<file path="config.mk">
export PLATFORM = sky130hd
export DESIGN_NAME = alarm_seq_ctrl
export DESIGN_NICKNAME = d
export VERILOG_FILES = /design/src/rtl/alarm_seq_ctrl.sv
export SDC_FILE = /design/constraint.sdc
export NUM_CORES = 1
export LEC_CHECK = 0
export ABC_AREA = 1
export CORE_ASPECT_RATIO = 1.25
export CORE_MARGIN = 3
export CORE_UTILIZATION = 50
export CTS_BUF_LIST = sky130_fd_sc_hd__clkbuf_4 sky130_fd_sc_hd__clkbuf_8 sky130_fd_sc_hd__clkbuf_16
export CTS_CLUSTER_DIAMETER = 200
export DETAILED_ROUTE_END_ITERATION = 7
export DONT_BUFFER_PORTS = 1
export GPL_ROUTABILITY_DRIVEN = 0
export PLACE_DENSITY = 0.64
export SLEW_MARGIN = 15
export SYNTH_ARGS = -nofsm -noshare
export SYNTH_HDL_FRONTEND = slang
export SYNTH_SLANG_ARGS = --single-unit
</file>
<file path="constraint.sdc">
create_clock -name clk -period 3.3 [get_ports clk]
set_input_delay 0.825 -clock clk [delete_from_list [all_inputs] [get_ports clk]]
set_output_delay 0.825 -clock clk [all_outputs]
set_load 0.02 [all_outputs]
</file>
<file path="src/rtl/alarm_seq_ctrl.sv">
// Alarm sequencing controller for the 12-hour clock: holds the alarm setting,
// selects alarm vs time for the display, and sequences ringing/snooze/timeout.
module alarm_seq_ctrl #(
    parameter int unsigned SNOOZE_MIN = 5,
    parameter int unsigned RING_MAX   = 2
) (
    input  logic       clk,
    input  logic       reset,
    input  logic       tick_min,
    input  logic [3:0] HOURS_TIME,
    input  logic [5:0] MINUTES_TIME,
    input  logic       AM_PM_TIME,
    input  logic       key_set,
    input  logic       key_hour,
    input  logic       key_min,
    input  logic       key_en,
    input  logic       key_stop,
    input  logic       key_snooze,
    output logic       alarm,
    output logic [3:0] HOURS_OUT_alarm,
    output logic [5:0] MINUTES_OUT_alarm,
    output logic       AM_PM_OUT_alarm,
    output logic       alarm_on,
    output logic       BUZZ
);

    localparam logic [5:0] RING_LOAD   = 6'(RING_MAX);
    localparam logic [5:0] SNOOZE_LOAD = 6'(SNOOZE_MIN);

    typedef enum logic [1:0] {
        IDLE,
        SET_ALARM,
        RINGING,
        SNOOZE
    } state_t;

    state_t     state_q, state_d;
    logic [3:0] hours_q, hours_d;
    logic [5:0] minutes_q, minutes_d;
    logic       am_pm_q, am_pm_d;
    logic       alarm_on_q, alarm_on_d;
    logic [5:0] ring_cnt_q, ring_cnt_d;
    logic [5:0] snooze_cnt_q, snooze_cnt_d;
    logic       match_q;
    logic       alarm_q;
    logic       buzz_q;
    logic       match;
    logic       trigger;

    assign match   = (HOURS_TIME == hours_q) && (MINUTES_TIME == minutes_q)
                     && (AM_PM_TIME == am_pm_q);
    // Rising edge of match only, so an alarm equal to the current time never re-fires.
    assign trigger = match && !match_q && alarm_on_q && (state_q == IDLE);

    always_comb begin
        // NOTE: every _d gets a hold default first so no path infers a latch.
        state_d      = state_q;
        hours_d      = hours_q;
        minutes_d    = minutes_q;
        am_pm_d      = am_pm_q;
        ring_cnt_d   = ring_cnt_q;
        snooze_cnt_d = snooze_cnt_q;
        alarm_on_d   = alarm_on_q ^ key_en;

        case (state_q)
            IDLE: begin
                if (key_set) begin
                    state_d = SET_ALARM;
                end else if (trigger) begin
                    state_d    = RINGING;
                    ring_cnt_d = RING_LOAD;
                end
            end
            SET_ALARM: begin
                if (key_set) begin
                    state_d = IDLE;
                end else begin
                    if (key_hour) begin
                        hours_d = (hours_q == 4'd12) ? 4'd1 : hours_q + 4'd1;
                        if (hours_q == 4'd11) am_pm_d = ~am_pm_q;
                    end
                    if (key_min) begin
                        minutes_d = (minutes_q == 6'd59) ? 6'd0 : minutes_q + 6'd1;
                    end
                end
            end
            RINGING: begin
                if (key_stop) begin
                    state_d = IDLE;
                end else if (key_snooze) begin
                    state_d      = SNOOZE;
                    snooze_cnt_d = SNOOZE_LOAD;
                end else if (tick_min) begin
                    ring_cnt_d = ring_cnt_q - 6'd1;
                    if (ring_cnt_q <= 6'd1) state_d = IDLE;
                end
            end
            SNOOZE: begin
                if (key_stop) begin
                    state_d = IDLE;
                end else if (tick_min) begin
                    snooze_cnt_d = snooze_cnt_q - 6'd1;
                    if (snooze_cnt_q <= 6'd1) begin
                        state_d    = RINGING;
                        ring_cnt_d = RING_LOAD;
                    end
                end
            end
            default: state_d = IDLE;
        endcase

        if (!alarm_on_d && (state_q == RINGING || state_q == SNOOZE)) state_d = IDLE;
    end

    // NOTE: sequential state uses <= only, so every register samples pre-edge values.
    always_ff @(posedge clk) begin
        if (reset) begin
            state_q      <= IDLE;
            hours_q      <= 4'd12;
            minutes_q    <= 6'd0;
            am_pm_q      <= 1'b0;
            alarm_on_q   <= 1'b0;
            ring_cnt_q   <= 6'd0;
            snooze_cnt_q <= 6'd0;
            match_q      <= 1'b0;
            alarm_q      <= 1'b0;
            buzz_q       <= 1'b0;
        end else begin
            state_q      <= state_d;
            hours_q      <= hours_d;
            minutes_q    <= minutes_d;
            am_pm_q      <= am_pm_d;
            alarm_on_q   <= alarm_on_d;
            ring_cnt_q   <= ring_cnt_d;
            snooze_cnt_q <= snooze_cnt_d;
            match_q      <= match;
            alarm_q      <= (state_d == SET_ALARM);
            buzz_q       <= (state_d == RINGING);
        end
    end

    assign alarm             = alarm_q;
    assign BUZZ              = buzz_q;
    assign alarm_on          = alarm_on_q;
    assign HOURS_OUT_alarm   = hours_q;
    assign MINUTES_OUT_alarm = minutes_q;
    assign AM_PM_OUT_alarm   = am_pm_q;

endmodule

</file>
# After elaboration in Yosys (flattened, before gate mapping)
# Index checks and enable logic that the tools add are counted.
word_totals:
  ff_bits: 29
  input_bits: 20
  output_inout_bits: 14
  wordCells: 84
op_classes:
  addsub: 4
  order_cmp: 2
  eq_ne: 20
  muxes: 28
  n_bitwise: 3
  reduce_logical: 17
ops:
  columns: ["op", "count"]
  rows:
  - ["$mux W6", 13]
  - ["$mux W2", 11]
  - ["$ne A2 B2 Y1 const B", 9]
  - ["$pmux W6 S3", 1]
  - ["$le A6 B1 Y1 const B", 2]
  - ["$pmux W6 S2", 1]
  - ["$sub A6 B1 Y6 const B", 2]
  - ["$reduce_and A9 Y1", 1]
  - ["$eq A4 B4 Y1 const B", 2]
  - ["$pmux W2 S4", 1]
  - ["$add A6 B1 Y6 const B", 1]
  - ["$eq A2 B2 Y1 const B", 3]
  - ["$eq A6 B6 Y1", 1]
  - ["$eq A6 B6 Y1 const B", 1]
  - ["$logic_and A1 B1 Y1", 6]
  - ["$reduce_and A3 Y1", 2]
  - ["$reduce_and A5 Y1", 1]
  - ["$add A4 B1 Y4 const B", 1]
  - ["$eq A2 B1 Y1 const B", 2]
  - ["$eq A4 B4 Y1", 1]
  - ["$mux W4", 1]
  - ["$reduce_and A4 Y1", 1]
  - ["$reduce_bool A3 Y1", 1]
  - ["$logic_not A1 Y1", 2]
  - ["other kinds (6)", 7]

# Depth between registers and ports, before layout
# Gate-level depths: netlist of the first run.
depth:
  depth_word: 11
  depth_mapped: 12

# Worst setup path after synthesis of the first run
# No wires, ideal clock.
synth_path:
  path_kind: "input-to-reg"
  startpoint: "input key_set"
  endpoint: "register minutes_q[4] (netlist: MINUTES_OUT_alarm[4])"
  setup_time_ns: 0.124
  arrival_time_ns: 1.668
  setup_slack_ns: 1.508
  cell_stages: 8
  path_cell_list: "nor3_1 > inv_1 > nor2_4 > inv_2 > nor3_2 > nand2_1 > nor2_1 > nor3b_2"
synth_between:
  elab_chain_cells: 2
synth_lines:
  columns: ["element", "line_no", "text"]
  rows:
  - ["start: declaration", "13", "input logic key_set,"]
  - ["$not A1 Y1 (no line)", null, null]
  - ["$reduce_and A3 Y1 (no line)", null, null]
  - ["end signal: assignment", "131", "minutes_q <= minutes_d;"]
  - ["end: declaration", "39", "logic [5:0] minutes_q, minutes_d;"]
# Every way passes these cells.
# A chain may end at the register's enable or synchronous reset.

# Worst setup path in the final report of the first run
layout_path:
  startpoint: "register hours_q[0] (netlist: HOURS_OUT_alarm[0])"
  endpoint: "register ring_cnt_q[2]"
layout_between:
  elab_chain_cells: 8
layout_lines:
  columns: ["element", "line_no", "text"]
  rows:
  - ["start: declaration", "38", "logic [3:0] hours_q, hours_d;"]
  - ["start signal: assignment", "130", "hours_q <= hours_d;"]
  - ["$eq A4 B4 Y1", "50", "assign match = (HOURS_TIME == hours_q) && (MINUTES_TIME == minutes_q)"]
  - ["$logic_and A1 B1 Y1", "50", null]
  - ["$logic_and A1 B1 Y1", "51", "&& (AM_PM_TIME == am_pm_q);"]
  - ["$logic_and A1 B1 Y1 (3 in series)", "53", "assign trigger = match && !match_q && alarm_on_q && (state_q == IDLE);"]
  - ["$ne A2 B2 Y1 (no line)", null, null]
  - ["$reduce_and A9 Y1 (no line)", null, null]
  - ["end signal: assignment", "134", "ring_cnt_q <= ring_cnt_d;"]
  - ["end: declaration", "42", "logic [5:0] ring_cnt_q, ring_cnt_d;"]
# Every way passes these cells.

==> impl_metrics.tcl, run 1 <==
set metrics [dict create \
    endpoint_kind "flop" \
    post_cts_resized 0 \
    clock_sinks 29 \
    n_antenna_cell 0 \
    slew_viol_final 0 \
    crit_arrival_ns 2.00 \
    vias 1489 \
    min_path_type "flop to flop" \
    utilization_pct 57.6 \
    yosys_warnings 0 \
    grt_pass1_vias 1380 \
    die_h_microns 70.7 \
    syn_inst 247 \
    nFillCells 313 \
    worstPathRequired_ns 3.53 \
    cts_hold_buf 0 \
    holdPathStages 2 \
    io_buffer_count 0 \
    min_period_ns 1.77 \
    cts_inserted_buffers 5 \
    vdd_drop_max_v 0.000235 \
    tns_ns 0 \
    row_count 22 \
    clk_path_buf_depth 2 \
    syn_area_sq_mm 0.00168 \
    htree_num_levels 2 \
    drc 0 \
    final_common_cell "nand2_1" \
    path_max_fanout 8 \
    grt_pass1_wl_microns 5890 \
    cts-root-buf "clkbuf_4" \
    rr_worst_depth 11 \
    fin_hold_ws_ns 0.485 \
    grt-ovfl-total 0 \
    start_util_pct 54.3 \
    insertion_delay_ns 0.33 \
    post_drt_via_cell_ratio 5.15 \
    place_hpwl_microns 2620 \
    leakage_nw 0.794 \
    cp-start-kind "flop" \
    wl_per_cell_microns 11.7 \
    synth_area_per_cell_sq_um 6.78 \
    coreArea_sq_mm 0.00308 \
    cts.clk_slew.worst_paths_ns 0.09 \
    dieArea_sq_mm 0.00409 \
    synth_nets 274 \
    cts_tree "yes" \
    yosys_register_bits 29 \
    area_growth_pct 5.97 \
    worst_pin_slew_ns 0.473 \
    slew-limit-headroom_pct 68.4 \
    fmax_mhz 564 \
    final_cell_mix "nand2_1 (54), nor2_1 (40), inv_1 (35), dfxtp_1 (29), nand3_1 (14)" \
    ys_seq_area_share_pct 34.7 \
    critPathKind "flop to flop" \
    postCtsSetupRepairBufs 0 \
    powerDensity_mw_per_mm2 406 \
    finalHoldViolations 0 \
    ys_types 30 \
    io_pins 34 \
    ant_nets 0 \
    drive_above_1_share_pct 7.51 \
    drv_cap 0 \
    rsz0062_at_grt "false" \
    finalSetupViolCount 0 \
    drt-initial-drc-count 66 \
    skew_ns 0.00648 \
    grtUsageTotal_pct 18.3 \
    power_uw 721 \
    fin_crit_sh_pct 53.7 \
    outcome "finished clean" \
    antenna_found_initial 0 \
    nNetsFinal 280 \
    wl_microns 3370 \
    dieWidth_microns 57.8 \
    first_pass_iters 5 \
    grt_max_degree 16 \
]
==> critical path: stages, from the launching register on <==
cell	delay, ns
dfxtp_1	0.55
inv_1	0.13
nand2_1	0.08
nand2_1	0.04
nor2_1	0.09
nand2_1	0.07
nor2_1	0.12
nand3_1	0.08
nand2_1	0.22
nand2_2	0.14
nand2_1	0.09
a21oi_1	0.06
==> logic make-up (layout without fill, tap and decap cells) <==
logic type	after synthesis	after routing	synth area share (%)
AO/OA/AOI/OAI	31	31	10.5
XOR/XNOR	14	14	7.32
adder cells (fa/ha/maj)	7	7	5.23
buffers and inverters	38	44	8.51
flip-flops	29	29	34.7
AND/OR/NAND/NOR	128	128	33.8
==> per-stage QoR <==
| stage | setup WS, ns | cells | instance area, sq um |
|---|---|---|---|
| floorplan | 1.51 | 247 | 1680 |
| global placement | 1.34 | 282 | 1720 |
| detailed placement | 1.31 | 282 | 1720 |
| CTS | 1.51 | 289 | 1780 |
| global route | 1.27 | 289 | 1780 |
| finish | 1.53 | 289 | 1780 |
==> layer usage <==
metal | vias to the layer above | wire length, microns | global-route usage [%]
met2 | 30 | 1590 | 29.3
met5 | - | 0 | 0
li1 | 792 | - | -
met4 | 0 | 62 | 6.96
met1 | 660 | 1550 | 22.6
met3 | 7 | 172 | 6.02
==> cell type report <==
type	count	area (sq um)	share of cell area, %
Inverter	37	139	7.82
Multi-Input combinational cell	180	952	53.6
Sequential cell	29	581	32.7
Tap cell	36	45.0	2.54
Clock buffer	7	58.8	3.31
==> flip-flops by register name (all words and copies together), names as in the netlist <==
name / flops
AM_PM_OUT_alarm: 1
BUZZ: 1
HOURS_OUT_alarm: 4
MINUTES_OUT_alarm: 6
alarm: 1
alarm_on: 1
match_q: 1
ring_cnt_q: 6
snooze_cnt_q: 6
state_q: 2
==> synthesized netlist by cell type, drive strengths merged <==
master	instances	share of area, %
ha	7	5.2
o211ai	2	0.90
nand3	14	4.2
xor2	5	2.6
nor3	6	2.1
inv	37	8.3
nand2	55	12
o21ai	14	4.4
nand4	2	0.75
a21oi	11	3.3
nor2	44	11
nor3b	3	1.6
xnor2	9	4.7
a31oi	2	0.75
clkbuf	1	0.22
a211oi	2	1.2
dfxtp	29	35
or2	2	0.75
and3	1	0.37
nand3b	1	0.45
==> report_power, final <==
group	switching, mW	internal (mW)	total, mW
logic	0.0634	0.0378	0.101
clock network	0.123	0.109	0.232
registers	0.0244	0.363	0.388
==> worst paths after layout <==
kind / end / startpoint / slack, ns
max reg2reg: ring_cnt_q[2]$_SDFFE_PP0P_ / HOURS_OUT_alarm[0]$_SDFFE_PP0P_ / 1.53
max: ring_cnt_q[2]$_SDFFE_PP0P_ / HOURS_OUT_alarm[0]$_SDFFE_PP0P_ / 1.53
min: ring_cnt_q[1]$_SDFFE_PP0P_ / ring_cnt_q[1]$_SDFFE_PP0P_ / 0.48
min reg2reg: ring_cnt_q[1]$_SDFFE_PP0P_ / ring_cnt_q[1]$_SDFFE_PP0P_ / 0.48
Note: power is estimated with default switching activity, not from simulation.
==> run 2, diff against run 1 <==
clock period = 1.65 ns   (was 3.3 ns; I/O delays follow)
==> run 2 against run 1 <==
- final cell count grew 6.2%
- maximum frequency grew 18%
- sequential cell count stayed put
- first-iteration DRC count decreased by 32%
- via count rose by 3.4%
- critical path type unchanged
==> impl_metrics.tcl, run 2 (synthesized netlist as in run 1, its figures left out) <==
set metrics [dict create \
    critPathKind "flop to flop" \
    grtUsageTotal_pct 18.3 \
    grt_max_degree 16 \
    rsz0062_at_grt "true" \
    numPlacedInstances 296 \
    cp_top_family "compound AO/OA/AOI/OAI gates" \
    place_hpwl_microns 2730 \
    fin_ws_ns 0.145 \
    worstPathRequired_ns 1.91 \
    drt-initial-drc-count 45 \
    drc 0 \
    nNetsFinal 297 \
    power_mw 1.47 \
    leakage_nw 0.896 \
    fin_cells 307 \
    cts.clk_slew.worst_paths_ns 0.09 \
    fmax_mhz 664 \
    worst_path_largest_cell_delay_ns 0.36 \
    slew-limit-headroom_pct 80.1 \
    cts_hold_buf 0 \
    clk_path_buf_depth 2 \
    vias 1539 \
    clock_sinks 29 \
    dieArea_sq_mm 0.00409 \
    htree_num_levels 2 \
    n_antenna_cell 0 \
    wl_microns 3500 \
    ant_nets 0 \
    area_growth_pct 14.8 \
    row_count 22 \
    cts_tree "yes" \
    io_pins 34 \
    path_cells "inv_1 -> ha_1 -> o211ai_1 -> a211oi_2 -> buf_4 -> nand2_4 -> nand2_1 -> a21oi_1" \
    skew_ns 0.00542 \
    min_period_ns 1.51 \
    drv_cap 0 \
    path_max_fanout 7 \
    place_area_sq_mm 0.00182 \
    first_pass_iters 4 \
    finish.instance_area_sq_mm 0.00192 \
    cp_num_buf_inv 2 \
    endpoint_kind "flop" \
    dieWidth_microns 57.8 \
    drive_above_1_share_pct 16.2 \
    place_ws_ns 0.0484 \
    finalSetupViolCount 0 \
    crit_arrival_ns 1.77 \
    grt-ovfl-total 0 \
    grt_pass1_vias 1492 \
    cts-root-buf "clkbuf_4" \
    die_h_microns 70.7 \
    cts_inserted_buffers 5 \
    cp-start-kind "flop" \
    worst_pin_slew_ns 0.296 \
    finalHoldViolations 0 \
    fin_crit_sh_pct 91.2 \
    io_buffer_count 0 \
    min_path_type "primary input to flop" \
    wl_per_cell_microns 11.4 \
    insertion_delay_ns 0.33 \
    slew_viol_final 0 \
    slowest_stage "dfxtp_2" \
    coreArea_sq_mm 0.00308 \
    grt_pass1_wl_microns 6000 \
    antenna_found_initial 0 \
    powerDensity_mw_per_mm2 766 \
    utilization_pct 62.4 \
    outcome "finished clean" \
    final_cell_mix "nand2_1 (53), nor2_1 (40), inv_1 (35), dfxtp_1 (24), buf_4 (17)" \
    start_util_pct 54.3 \
    final_common_cell "nand2_1" \
    post_drt_via_cell_ratio 5.01 \
    vdd_drop_max_v 0.000446 \
]
==> run 2: worst register-to-register path: cells and delay by family, from the launching register on <==
kind                     cells  cell delay, ns
buffers and inverters        2            0.24
AND/OR/NAND/NOR              2            0.15
flip-flops                   1            0.36
AO/OA/AOI/OAI                3            0.50
adder cells (fa/ha/maj)      1            0.20
==> run 2: area by class of cell <==
class	instances	area, sq um
inverters	37	139
repair buffers	17	128
fillers	315	1160
multi-input cells	180	965
clock buffers	8	60.1
flip-flops and latches	29	587
well taps	36	45.0
==> run 2: timing repair <==
action	4_1_cts	5_1_grt
gates resized for setup	0	8
buffers inserted	0	3
endpoints found under the setup margin	0	18
endpoints found under the hold margin	0	0
==> run 2: layer usage <==
layer	global-route usage, %	wire length [microns]	vias up
met4	8.25	93	0
li1	-	-	826
met1	22.0	1520	667
met3	4.93	198	10
met5	0	0	-
met2	30.0	1690	36
==> run 2: power breakdown <==
part	leakage, nW	switching [mW]	internal [mW]
clock	0.0368	0.245	0.219
combinational	0.622	0.152	0.0980
sequential	0.237	0.0295	0.728
==> run 2: path summary, 6_finish.rpt <==
kind | start | end | slack (ns) | cells past startpoint
worst max-delay path | snooze_cnt_q[0]$_SDFFE_PP0P_ | ring_cnt_q[5]$_SDFFE_PP0P_ | 0.14 | 8
worst min-delay path | reset | snooze_cnt_q[1]$_SDFFE_PP0P_ | 0.14 | 1
worst max register to register | snooze_cnt_q[0]$_SDFFE_PP0P_ | ring_cnt_q[5]$_SDFFE_PP0P_ | 0.14 | 8
worst min register to register | snooze_cnt_q[0]$_SDFFE_PP0P_ | snooze_cnt_q[0]$_SDFFE_PP0P_ | 0.46 | 1
==> run 2: per-stage QoR <==
step / hold slack [ns] / setup TNS, ns
floorplan: 0.453 / 0
global placement: 0.462 / 0
detailed placement: 0.471 / 0
CTS: 0.125 / 0
global route: 0.125 / -0.0236
finish: 0.139 / 0
